--- src/rtl/pulse_divider_if.sv ---
// ---------------------------------------------------------------------------
// pulse_divider_if
// Control and status bundle for the programmable pulse divider.
//   enable     1 = count, 0 = freeze counter and output
//   mode       0 = TOGGLE (square wave, period 2*D), 1 = STROBE (1-cycle pulse)
//   load       capture div_in on this edge
//   div_in     new divisor value (WIDTH bits, 0 is rejected)
//   signal     divided output
//   tick       one-cycle terminal-count strobe
//   load_err   one-cycle flag: load attempted with div_in == 0
//   div_q      currently active divisor
//   tick_count free-running count of issued ticks (only with
//              PULSE_DIVIDER_TICKCNT_EN defined)
// master: the block driving the controls; slave: the divider itself.
// ---------------------------------------------------------------------------
interface pulse_divider_if #(
   parameter int WIDTH = 8
);
   logic             enable;
   logic             mode;
   logic             load;
   logic [WIDTH-1:0] div_in;
   logic             signal;
   logic             tick;
   logic             load_err;
   logic [WIDTH-1:0] div_q;
`ifdef PULSE_DIVIDER_TICKCNT_EN
   logic [15:0]      tick_count;
`endif

   modport master (
      output enable, mode, load, div_in,
`ifdef PULSE_DIVIDER_TICKCNT_EN
      input  tick_count,
`endif
      input  signal, tick, load_err, div_q
   );

   modport slave (
      input  enable, mode, load, div_in,
`ifdef PULSE_DIVIDER_TICKCNT_EN
      output tick_count,
`endif
      output signal, tick, load_err, div_q
   );
endinterface

--- src/rtl/pulse_divider.sv ---
// ---------------------------------------------------------------------------
// pulse_divider
// Run-time programmable clock divider / pulse generator. Divides clock by the
// loaded divisor D; TOGGLE mode gives a square wave of period 2*D, STROBE mode
// a one-cycle pulse every D enabled cycles.
// Ports:
//   clock  system clock, all state updates on posedge
//   reset  synchronous, active-high reset
//   bus    pulse_divider_if.slave (enable, mode, load, div_in in;
//          signal, tick, load_err, div_q [, tick_count] out)
// Parameters: WIDTH (divisor/counter width), DEFAULT_DIV (divisor at reset).
// Optional feature macro: PULSE_DIVIDER_TICKCNT_EN adds the 16-bit wrapping
// tick_count output.
// All outputs are registered.
// ---------------------------------------------------------------------------
module pulse_divider #(
   parameter int WIDTH       = 8,
   parameter int DEFAULT_DIV = 3
) (
   input  logic           clock,
   input  logic           reset,
   pulse_divider_if.slave bus
);
   localparam logic [WIDTH-1:0] DEF_DIV = WIDTH'(DEFAULT_DIV);

   logic [WIDTH-1:0] cnt, cnt_next;
   logic [WIDTH-1:0] div_reg, div_next;
   logic             mode_q, mode_next;
   logic             signal_q, signal_next;
   logic             tick_q, tick_next;
   logic             err_q, err_next;
   logic             mode_chg;
   logic             load_ok;
   logic             at_term;

   always_comb begin
      cnt_next    = cnt;
      div_next    = div_reg;
      mode_next   = mode_q;
      signal_next = signal_q;
      tick_next   = 1'b0;
      err_next    = 1'b0;
      // Mode is only sampled while enabled, so a change during a gap waits.
      mode_chg    = bus.enable && (bus.mode != mode_q);
      load_ok     = bus.load && (bus.div_in != '0);
      at_term     = (cnt == div_reg - WIDTH'(1));

      if (bus.load || mode_chg) begin
         // Load and mode change consume the edge: no count, no tick.
         if (load_ok) begin
            div_next = bus.div_in;
            cnt_next = '0;
         end
         if (bus.load && !load_ok) begin
            err_next = 1'b1;
         end
         if (mode_chg) begin
            mode_next   = bus.mode;
            cnt_next    = '0;
            signal_next = 1'b0;
         end
      end else if (!bus.enable) begin
         if (mode_q) begin
            signal_next = 1'b0;
         end
      end else if (at_term) begin
         cnt_next    = '0;
         tick_next   = 1'b1;
         signal_next = mode_q ? 1'b1 : ~signal_q;
      end else begin
         cnt_next = cnt + WIDTH'(1);
         if (mode_q) begin
            signal_next = 1'b0;
         end
      end
   end

   always_ff @(posedge clock) begin
      if (reset) begin
         cnt      <= '0;
         div_reg  <= DEF_DIV;
         mode_q   <= 1'b0;
         signal_q <= 1'b0;
         tick_q   <= 1'b0;
         err_q    <= 1'b0;
      end else begin
         cnt      <= cnt_next;
         div_reg  <= div_next;
         mode_q   <= mode_next;
         signal_q <= signal_next;
         tick_q   <= tick_next;
         err_q    <= err_next;
      end
   end

`ifdef PULSE_DIVIDER_TICKCNT_EN
   logic [15:0] tick_total;

   // Counts alongside the tick register so the value seen with a tick
   // already includes that tick; wraps naturally at 16 bits.
   always_ff @(posedge clock) begin
      if (reset) begin
         tick_total <= '0;
      end else if (tick_next) begin
         tick_total <= tick_total + 16'd1;
      end
   end

   assign bus.tick_count = tick_total;
`endif

   assign bus.signal   = signal_q;
   assign bus.tick     = tick_q;
   assign bus.load_err = err_q;
   assign bus.div_q    = div_reg;
endmodule

--- src/flat_wrapper.sv ---
// flat-port wrapper written by rule: the top's interface ports become plain ports
module pulse_divider_flat 
#(
   parameter int WIDTH       = 8,
   parameter int DEFAULT_DIV = 3
)
  (clock, reset, bus_enable, bus_mode, bus_load, bus_div_in, bus_signal, bus_tick, bus_load_err, bus_div_q);
  pulse_divider_if #(.WIDTH(WIDTH)) bus_i ();
  input  logic clock;
  input  logic reset;
  input wire logic [$bits(bus_i.enable)-1:0] bus_enable;
  input wire logic [$bits(bus_i.mode)-1:0] bus_mode;
  input wire logic [$bits(bus_i.load)-1:0] bus_load;
  input wire logic [$bits(bus_i.div_in)-1:0] bus_div_in;
  output wire logic [$bits(bus_i.signal)-1:0] bus_signal;
  output wire logic [$bits(bus_i.tick)-1:0] bus_tick;
  output wire logic [$bits(bus_i.load_err)-1:0] bus_load_err;
  output wire logic [$bits(bus_i.div_q)-1:0] bus_div_q;
  assign bus_i.enable = bus_enable;
  assign bus_i.mode = bus_mode;
  assign bus_i.load = bus_load;
  assign bus_i.div_in = bus_div_in;
  assign bus_signal = bus_i.signal;
  assign bus_tick = bus_i.tick;
  assign bus_load_err = bus_i.load_err;
  assign bus_div_q = bus_i.div_q;
  pulse_divider #(.WIDTH(WIDTH), .DEFAULT_DIV(DEFAULT_DIV)) u_core (.clock(clock), .reset(reset), .bus(bus_i));
endmodule
--- config.mk ---
export PLATFORM = sky130hd
export DESIGN_NAME = pulse_divider_flat
export DESIGN_NICKNAME = d
export VERILOG_FILES = /design/src/rtl/pulse_divider_if.sv /design/src/rtl/pulse_divider.sv /design/src/flat_wrapper.sv
export SDC_FILE = /design/constraint.sdc
export NUM_CORES = 1
export LEC_CHECK = 0
export BUFFER_PORTS_ARGS = -buffer_cell sky130_fd_sc_hd__buf_4
export CAP_MARGIN = 20
export CORE_ASPECT_RATIO = 2
export CORE_UTILIZATION = 29
export DETAILED_ROUTE_END_ITERATION = 8
export GPL_ROUTABILITY_DRIVEN = 0
export GPL_TIMING_DRIVEN = 0
export PLACE_DENSITY = 0.52
export SLEW_MARGIN = 5
export SYNTH_ARGS = -nofsm -noshare
export SYNTH_HDL_FRONTEND = slang
export SYNTH_SLANG_ARGS = --single-unit
--- constraint.sdc ---
create_clock -name clock -period 2.34 [get_ports clock]
set_input_delay 0.234 -clock clock [delete_from_list [all_inputs] [get_ports clock]]
set_output_delay 0.234 -clock clock [all_outputs]
set_load 0.005 [all_outputs]
**Word level (Yosys, flattened, before mapping)**

Index checks and enable logic that the tools add are counted.

- Register bits: 20
- Input bits: 13
- Output and inout port bits: 11

- Add/sub/neg operators: 2
- Equal/unequal tests: 4
- Mux-type cells: 13
- Bitwise operators: 3
- Reductions and logical operators: 12

Operators by type and width:

| kind | number |
|---|---|
| $mux W8 | 5 |
| $add A8 B1 Y8 const B | 1 |
| $eq A8 B8 Y1 | 1 |
| $mux W1 | 8 |
| $reduce_bool A8 Y1 | 1 |
| $sub A8 B1 Y8 const B | 1 |
| $reduce_and A2 Y1 | 3 |
| $logic_and A1 B1 Y1 | 3 |
| $ne A3 B1 Y1 const B | 1 |
| $not A1 Y1 | 3 |
| $reduce_or A3 Y1 | 1 |
| $ne A2 B1 Y1 const B | 1 |
| $reduce_bool A2 Y1 | 1 |
| $reduce_or A2 Y1 | 1 |
| $logic_not A1 Y1 | 1 |
| $logic_or A1 B1 Y1 | 1 |
| $ne A1 B1 Y1 | 1 |

**Logic depth before layout (Yosys ltp)**

Gate-level depths: netlist of the first run.

- Depth after elaboration: 5
- Gate-level depth with buffers: 8

**Least setup slack after synthesis of the first run**

OpenSTA, ideal clock, no wires.

- Kind: reg-to-reg
- From: register u_core.div_reg[0], in the netlist u_core.bus.div_q[0]
- To: register u_core.cnt[2]
- Library setup time: 0.126 ns
- Data arrival time: 1.639 ns
- Slack: 0.575 ns
- Stages on the path, launching flop included: 8
- Path buffers: 0
- Clock period less this slack: 1.765 ns
- Cell sequence: dfxtp_1 > inv_1 > ha_1 > nor3b_2 > xnor2_1 > nor3_1 > a41o_1 > a21oi_1

- Cells in the longest elaborated chain, start to end: 5

RTL lines:

| what | RTL line | source |
|---|---|---|
| start: declaration | pulse_divider.sv:27 | `logic [WIDTH-1:0] div_reg, div_next;` |
| start signal: assignment | pulse_divider.sv:88 | `div_reg <= div_next;` |
| $sub A8 B1 Y8 | pulse_divider.sv:46 | `at_term = (cnt == div_reg - WIDTH'(1));` |
| $eq A8 B8 Y1 | pulse_divider.sv:46 |  |
| $mux W8 | pulse_divider.sv:66 | `end else if (at_term) begin` |
| $mux W8 | pulse_divider.sv:62 | `end else if (!bus.enable) begin` |
| $mux W8 | pulse_divider.sv:48 | `if (bus.load \|\| mode_chg) begin` |
| end signal: assignment | pulse_divider.sv:87 | `cnt <= cnt_next;` |
| end: declaration | pulse_divider.sv:26 | `logic [WIDTH-1:0] cnt, cnt_next;` |

Every way passes these cells. The select of a mux whose other input is x is not followed.
A chain may end at the register's enable or synchronous reset.

**Worst setup path in the final report of the first run**

- From: register u_core.div_reg[0], in the netlist u_core.bus.div_q[0]
- To: register u_core.cnt[4]

Same word-level chain as after synthesis.

==> reports/metrics.cfg, run 1 <==
[drt]
wl_mm = 2.71
ant_nets = 0
vias = 1029
drc_errors = 0
wl_per_cell_um = 13.2
drt_pass1_iterations = 2
via_per_inst = 5.00
drtIter0Drc = 19

[clock_tree]
cts-buffers-inserted = 3
clk_pin_slew_ps = 70
clock_path_buffers = 2
cts_resized = 0
cts_hold_buf = 0
clk_latency_ps = 260
htreeDepth = 1
cts_sinks = 20
post_cts_buffers = 0
tritoncts = built
clockRootBuffer = clkbuf_8

[run_status]
status = finished clean

[sta]
worst_pin_slew_ps = 447
whs_ps = 209
worst_slack_ps = 244
finalCritPeriodShare = 0.896
slew_viol_final = 0
skew_ps = 2.99
slew_headroom = 0.699
post-route-min-period_ps = 2100
hold_violations = 0
fmax_ghz = 0.477
setup_tns_ps = 0
rsz0062_at_grt = no
final-setup-viol-count = 0

[placed_design]
dp_hpwl_mm = 2.23
dp_slack_ps = 232
dp.cells = 203
portBuffers = 23

[yosys]
syn_area_um2 = 1110
ys_warn_count = 0
ys_seq_area_frac = 0.360
synth-seq-cells = 20
synth_top_family_by_area = simple AND/OR/NAND/NOR gates
avgSynthCellArea_um2 = 8.50
synth_xor_area_frac = 0.149
synth_cells = 131
synth_compound_area_frac = 0.173
synth_mux_area_frac = 0.0180
yosys.area_share.simple = 0.233
synthesis.nets = 146
yosysUniqueCellTypes = 39
yosys.area_share.adder = 0.0225

[setup_path]
required_ps = 2480
worstPathArrival_ps = 2230
critPathLaunch = u_core.bus.div_q[0]$_SDFFE_PP1P_
crit_fanout = 8
critical_path_class = register to register
start_kind = register
cp-end-kind = register
worstReg2RegStart = u_core.bus.div_q[0]$_SDFFE_PP1P_

[finish]
syn_to_final_growth_pct = 24.7
final_cells = 206
drive_above_1_share = 0.223
fin_nets = 174
diodes = 0

[global_routing]
grt_pass1_wl_mm = 4.64
track_usage = 0.157
grt_pass1_vias = 1034
globalRouteOverflowTotal = 0
grt_max_degree = 11
antenna_found_initial = 0

[worst_hold_path]
hp-class = primary input to register
min_from = bus_div_in[1]

[floorplan]
coreArea_um2 = 3650
start_util = 0.305
num_rows = 31
fp.dieH_um = 89.6
dieArea_um2 = 4110
die_x_um = 45.8
num_io_pins = 24

[job]
drv_cap = 0

[power]
p_leak_uw = 0.000552
vdd_drop_max_v = 0.000295
power_density_nw_per_um2 = 529

-- metrics by stage --
stage	total power [uW]	area, um^2	utilization
after floorplan	458	1110	-
after global placement	512	1350	0.370
after detailed placement	515	1350	0.370
after CTS	742	1390	0.381
after global routing	779	1390	0.381
final	734	1390	0.381
-- path summary, 6_finish.rpt --
kind / end / slack [ps] / cells after the start
max: u_core.cnt[4]$_SDFFE_PP0P_ / 240 / 7
min: u_core.bus.div_q[1]$_SDFFE_PP1P_ / 210 / 2
max reg2reg: u_core.cnt[4]$_SDFFE_PP0P_ / 240 / 7
min reg2reg: u_core.bus.signal$_SDFFE_PP0P_ / 500 / 2
-- registers in the layout (all words and copies together), names as in the netlist --
register and flops:
u_core.bus.div_q 8, u_core.cnt 8, u_core.bus.load_err 1, u_core.bus.signal 1, u_core.bus.tick 1, u_core.mode_q 1
-- cells in the mapped netlist (all sizes together) --
| cell | n | share of area |
|---|---|---|
| a211oi | 1 | 0.0067 |
| o21ai | 3 | 0.017 |
| and4 | 2 | 0.016 |
| buf | 2 | 0.015 |
| clkbuf | 3 | 0.010 |
| a41oi | 1 | 0.0079 |
| dfxtp | 20 | 0.36 |
| o2111ai | 1 | 0.0079 |
| a41o | 1 | 0.0090 |
| nor2b | 1 | 0.0056 |
| nand3 | 2 | 0.0090 |
| mux2i | 2 | 0.018 |
| and3 | 3 | 0.017 |
| nor3 | 3 | 0.013 |
| a21oi | 18 | 0.088 |
| or4 | 2 | 0.017 |
| o211ai | 1 | 0.0067 |
| or2 | 1 | 0.0056 |
| a211o | 1 | 0.0079 |
| nor2 | 3 | 0.010 |
| o31ai | 2 | 0.013 |
| ha | 2 | 0.022 |
| nor3b | 2 | 0.018 |
| nand4 | 4 | 0.022 |
| nor4 | 2 | 0.017 |
| inv | 6 | 0.020 |
| a221o | 1 | 0.0090 |
| and2 | 1 | 0.0056 |
| nand2 | 20 | 0.070 |
| xnor2 | 12 | 0.094 |
| xor2 | 7 | 0.055 |
| nand3b | 1 | 0.0067 |
-- cell type report --
type / instances / area [um^2]
buffer: 5 / 27.5
clock buffer: 3 / 41.3
fill: 409 / 2260
sequential: 20 / 400
inverter: 6 / 22.5
timing repair buffer: 23 / 173
tap: 49 / 61.3
multi-input combinational: 100 / 663
-- cell families after synthesis --
| group | after synthesis |
|---|---|
| AO/OA/AOI/OAI | 30 |
| XOR/XNOR | 19 |
| adder cells (fa/ha/maj) | 2 |
| buffers and inverters | 11 |
| flip-flops | 20 |
| multiplexers | 2 |
| AND/OR/NAND/NOR | 47 |
-- cells in the final DEF (no fill, tap or decap), types with 2 or more instances in the layout --
master / Yosys / layout
xor2_1: 7 / 7
mux2i_1: 2 / 2
o31ai_1: 2 / 2
and4_1: 2 / 2
a21oi_1: 16 / 16
buf_4: 0 / 23
inv_1: 6 / 6
and3_1: 3 / 3
dfxtp_1: 20 / 20
nand2_1: 19 / 19
clkbuf_1: 3 / 3
o21ai_1: 2 / 2
clkbuf_8: 0 / 3
nor3_1: 3 / 3
ha_1: 2 / 2
nor2_1: 3 / 3
a21oi_2: 2 / 2
nand3_1: 2 / 2
xnor2_1: 12 / 12
nand4_1: 4 / 4
-- layer usage --
layer,vias to the layer above,part of all wire,global-route usage
met2,17,0.59,0.294
met5,-,0,0
met1,484,0.36,0.160
li1,522,-,-
met3,6,0.023,0.0120
met4,0,0.026,0.0909
-- worst max-delay path: stages (launching register included) --
cell and delay [ps]:
dfxtp_1 460, inv_1 70, ha_1 290, nor3b_2 190, xnor2_1 130, nor3_1 280
a41o_1 430, a21oi_1 120
-- power breakdown --
group | switching, uW | internal, uW
Combinational | 65.2 | 64.2
Clock | 114 | 115
Sequential | 22.4 | 354
Total | 202 | 533
(Power assumes the default switching activity.)
==> run 2: changes to the inputs <==
Settings changed: CORE_UTILIZATION 29 to 24, PLACE_DENSITY 0.52 to 0.46.
==> run 2 against run 1 <==
Compared with the run above: maximum frequency grew 0.55%; critical path depth is the same; combinational power about the same; non-clock buffer count did not move; worst hold slack got worse by 5.0 ps; final cell count is 2.4% higher; utilization fell by 6.3 points; clock skew is 0.57 ps higher; first-iteration DRC count fell by 47%; routed wire length increased by 5.8%; flip-flop and latch count is the same; register-to-register slack about the same; largest power group unchanged.
==> reports/metrics.cfg, run 2 (synthesis gave the netlist of run 1 again) <==
[clock_tree]
clock_path_buffers = 2
clk_latency_ps = 260
post_cts_buffers = 0
cts_sinks = 20
cts_resized = 0
cts_hold_buf = 0
cts-buffers-inserted = 3
htreeDepth = 1
tritoncts = built
clockRootBuffer = clkbuf_8
clk_pin_slew_ps = 80

[job]
drv_cap = 0

[worst_hold_path]
hold_end = u_core.bus.div_q[1]$_SDFFE_PP1P_
min_from = bus_div_in[1]
hp-class = primary input to register
hold-path-cell-count = 2

[sta]
worst_slack_ps = 255
final-setup-viol-count = 0
fmax_ghz = 0.480
slew_viol_final = 0
whs_ps = 204
setup_tns_ps = 0
skew_ps = 3.56
slew_headroom = 0.703
worst_pin_slew_ps = 442
rsz0062_at_grt = no
finalCritPeriodShare = 0.891
hold_violations = 0
post-route-min-period_ps = 2080

[setup_path]
r2r_end = u_core.cnt[6]$_SDFFE_PP0P_
worstReg2RegStart = u_core.bus.div_q[0]$_SDFFE_PP1P_
crit_fanout = 8
start_kind = register
critical_path_class = register to register
r2r_slack_ps = 260
worst-r2r-cell-count = 7
cp-end-kind = register
required_ps = 2480
worstPathArrival_ps = 2230

[floorplan]
start_util = 0.254
num_rows = 34
dieArea_um2 = 4930
fp.dieH_um = 98.3
coreArea_um2 = 4380
die_x_um = 50.2
num_io_pins = 24

[global_routing]
track_usage = 0.128
grt_max_degree = 11
grt_pass1_vias = 1040
globalRouteOverflowTotal = 0
grt_pass1_wl_mm = 4.76
antenna_found_initial = 0

[power]
comb_power_share = 0.176
p_int_uw = 532
p_leak_uw = 0.000552
clock_power_share = 0.313
p_switching_uw = 204
vdd_drop_max_v = 0.000288
swShare = 0.277
power_density_nw_per_um2 = 528
seqPwrFrac = 0.511

[finish]
final_area_um2 = 1400
fin_nets = 174
final_cell_mix = buf_4 (23), dfxtp_1 (20), nand2_1 (19)
syn_to_final_growth_pct = 25.3
final_cells = 211
layout_commonest_cell = buf_4
diodes = 0
drive_above_1_share = 0.223
nFillCells = 473

[drt]
drtIter0Drc = 10
drc_errors = 0
ant_nets = 0
wl_mm = 2.87
drt_pass1_iterations = 4
vias = 1021
wl_per_cell_um = 13.6
via_per_inst = 4.84

[placed_design]
dp.cells = 208
post_dp_cell_area_um2 = 1350
portBuffers = 23
dp_hpwl_mm = 2.33
dp_slack_ps = 226

[run_status]
status = finished clean

==> run 2: cell counts in the layout (fill, tap and decap cells not counted) <==
No cell type changed its count.
==> run 2: worst max-delay path by stage <==
stage / end / startpoint / slack (ps)
6_report: u_core.cnt[6]$_SDFFE_PP0P_ / u_core.bus.div_q[0]$_SDFFE_PP1P_ / 260
5_1_grt: u_core.cnt[2]$_SDFFE_PP0P_ / u_core.bus.div_q[0]$_SDFFE_PP1P_ / 110
4_1_cts: u_core.cnt[6]$_SDFFE_PP0P_ / u_core.bus.div_q[0]$_SDFFE_PP1P_ / 210
3_5_place_dp: u_core.cnt[6]$_SDFFE_PP0P_ / u_core.bus.div_q[0]$_SDFFE_PP1P_ / 230
3_3_place_gp: u_core.cnt[6]$_SDFFE_PP0P_ / u_core.bus.div_q[0]$_SDFFE_PP1P_ / 260
2_1_floorplan: u_core.cnt[2]$_SDFFE_PP0P_ / u_core.bus.div_q[0]$_SDFFE_PP1P_ / 580
==> run 2: metal layers <==
layer	GRT usage	vias up	routed length, um
met5	0	-	0
met4	0.0747	0	63
met3	0.0171	4	75
met2	0.246	15	1690
met1	0.121	484	1050
li1	-	518	-
==> run 2: through the flow <==
stage,util,total power (uW)
global placement,0.309,514
global route,0.318,774
detailed placement,0.309,516
CTS,0.318,750
finish,0.318,737
floorplan,-,458
==> run 2: power by group through the flow <==
stage                     Sequential, uW  Clock (uW)  Combinational, uW
final                                376         231                130
after global routing                 379         253                143
after CTS                            376         242                133
after detailed placement             384           0                132
after global placement               384           0                130
after floorplan                      379           0               79.3
==> run 2: area by class of cell <==
type	count	area [um^2]	share of cell area
Multi-Input combinational cell	100	663	0.475
Sequential cell	20	400	0.287
Timing Repair Buffer	23	173	0.124
Tap cell	54	67.6	0.0484
Clock buffer	3	41.3	0.0296
Buffer	5	27.5	0.0197
Inverter	6	22.5	0.0161
==> run 2: critical path, stage by stage, from the launching register on <==
cell and delay (ps):
dfxtp_1 460, inv_1 80, ha_1 290, nor3b_2 190, xnor2_1 130, nor3_1 270, a41o_1 420, a21oi_1 120
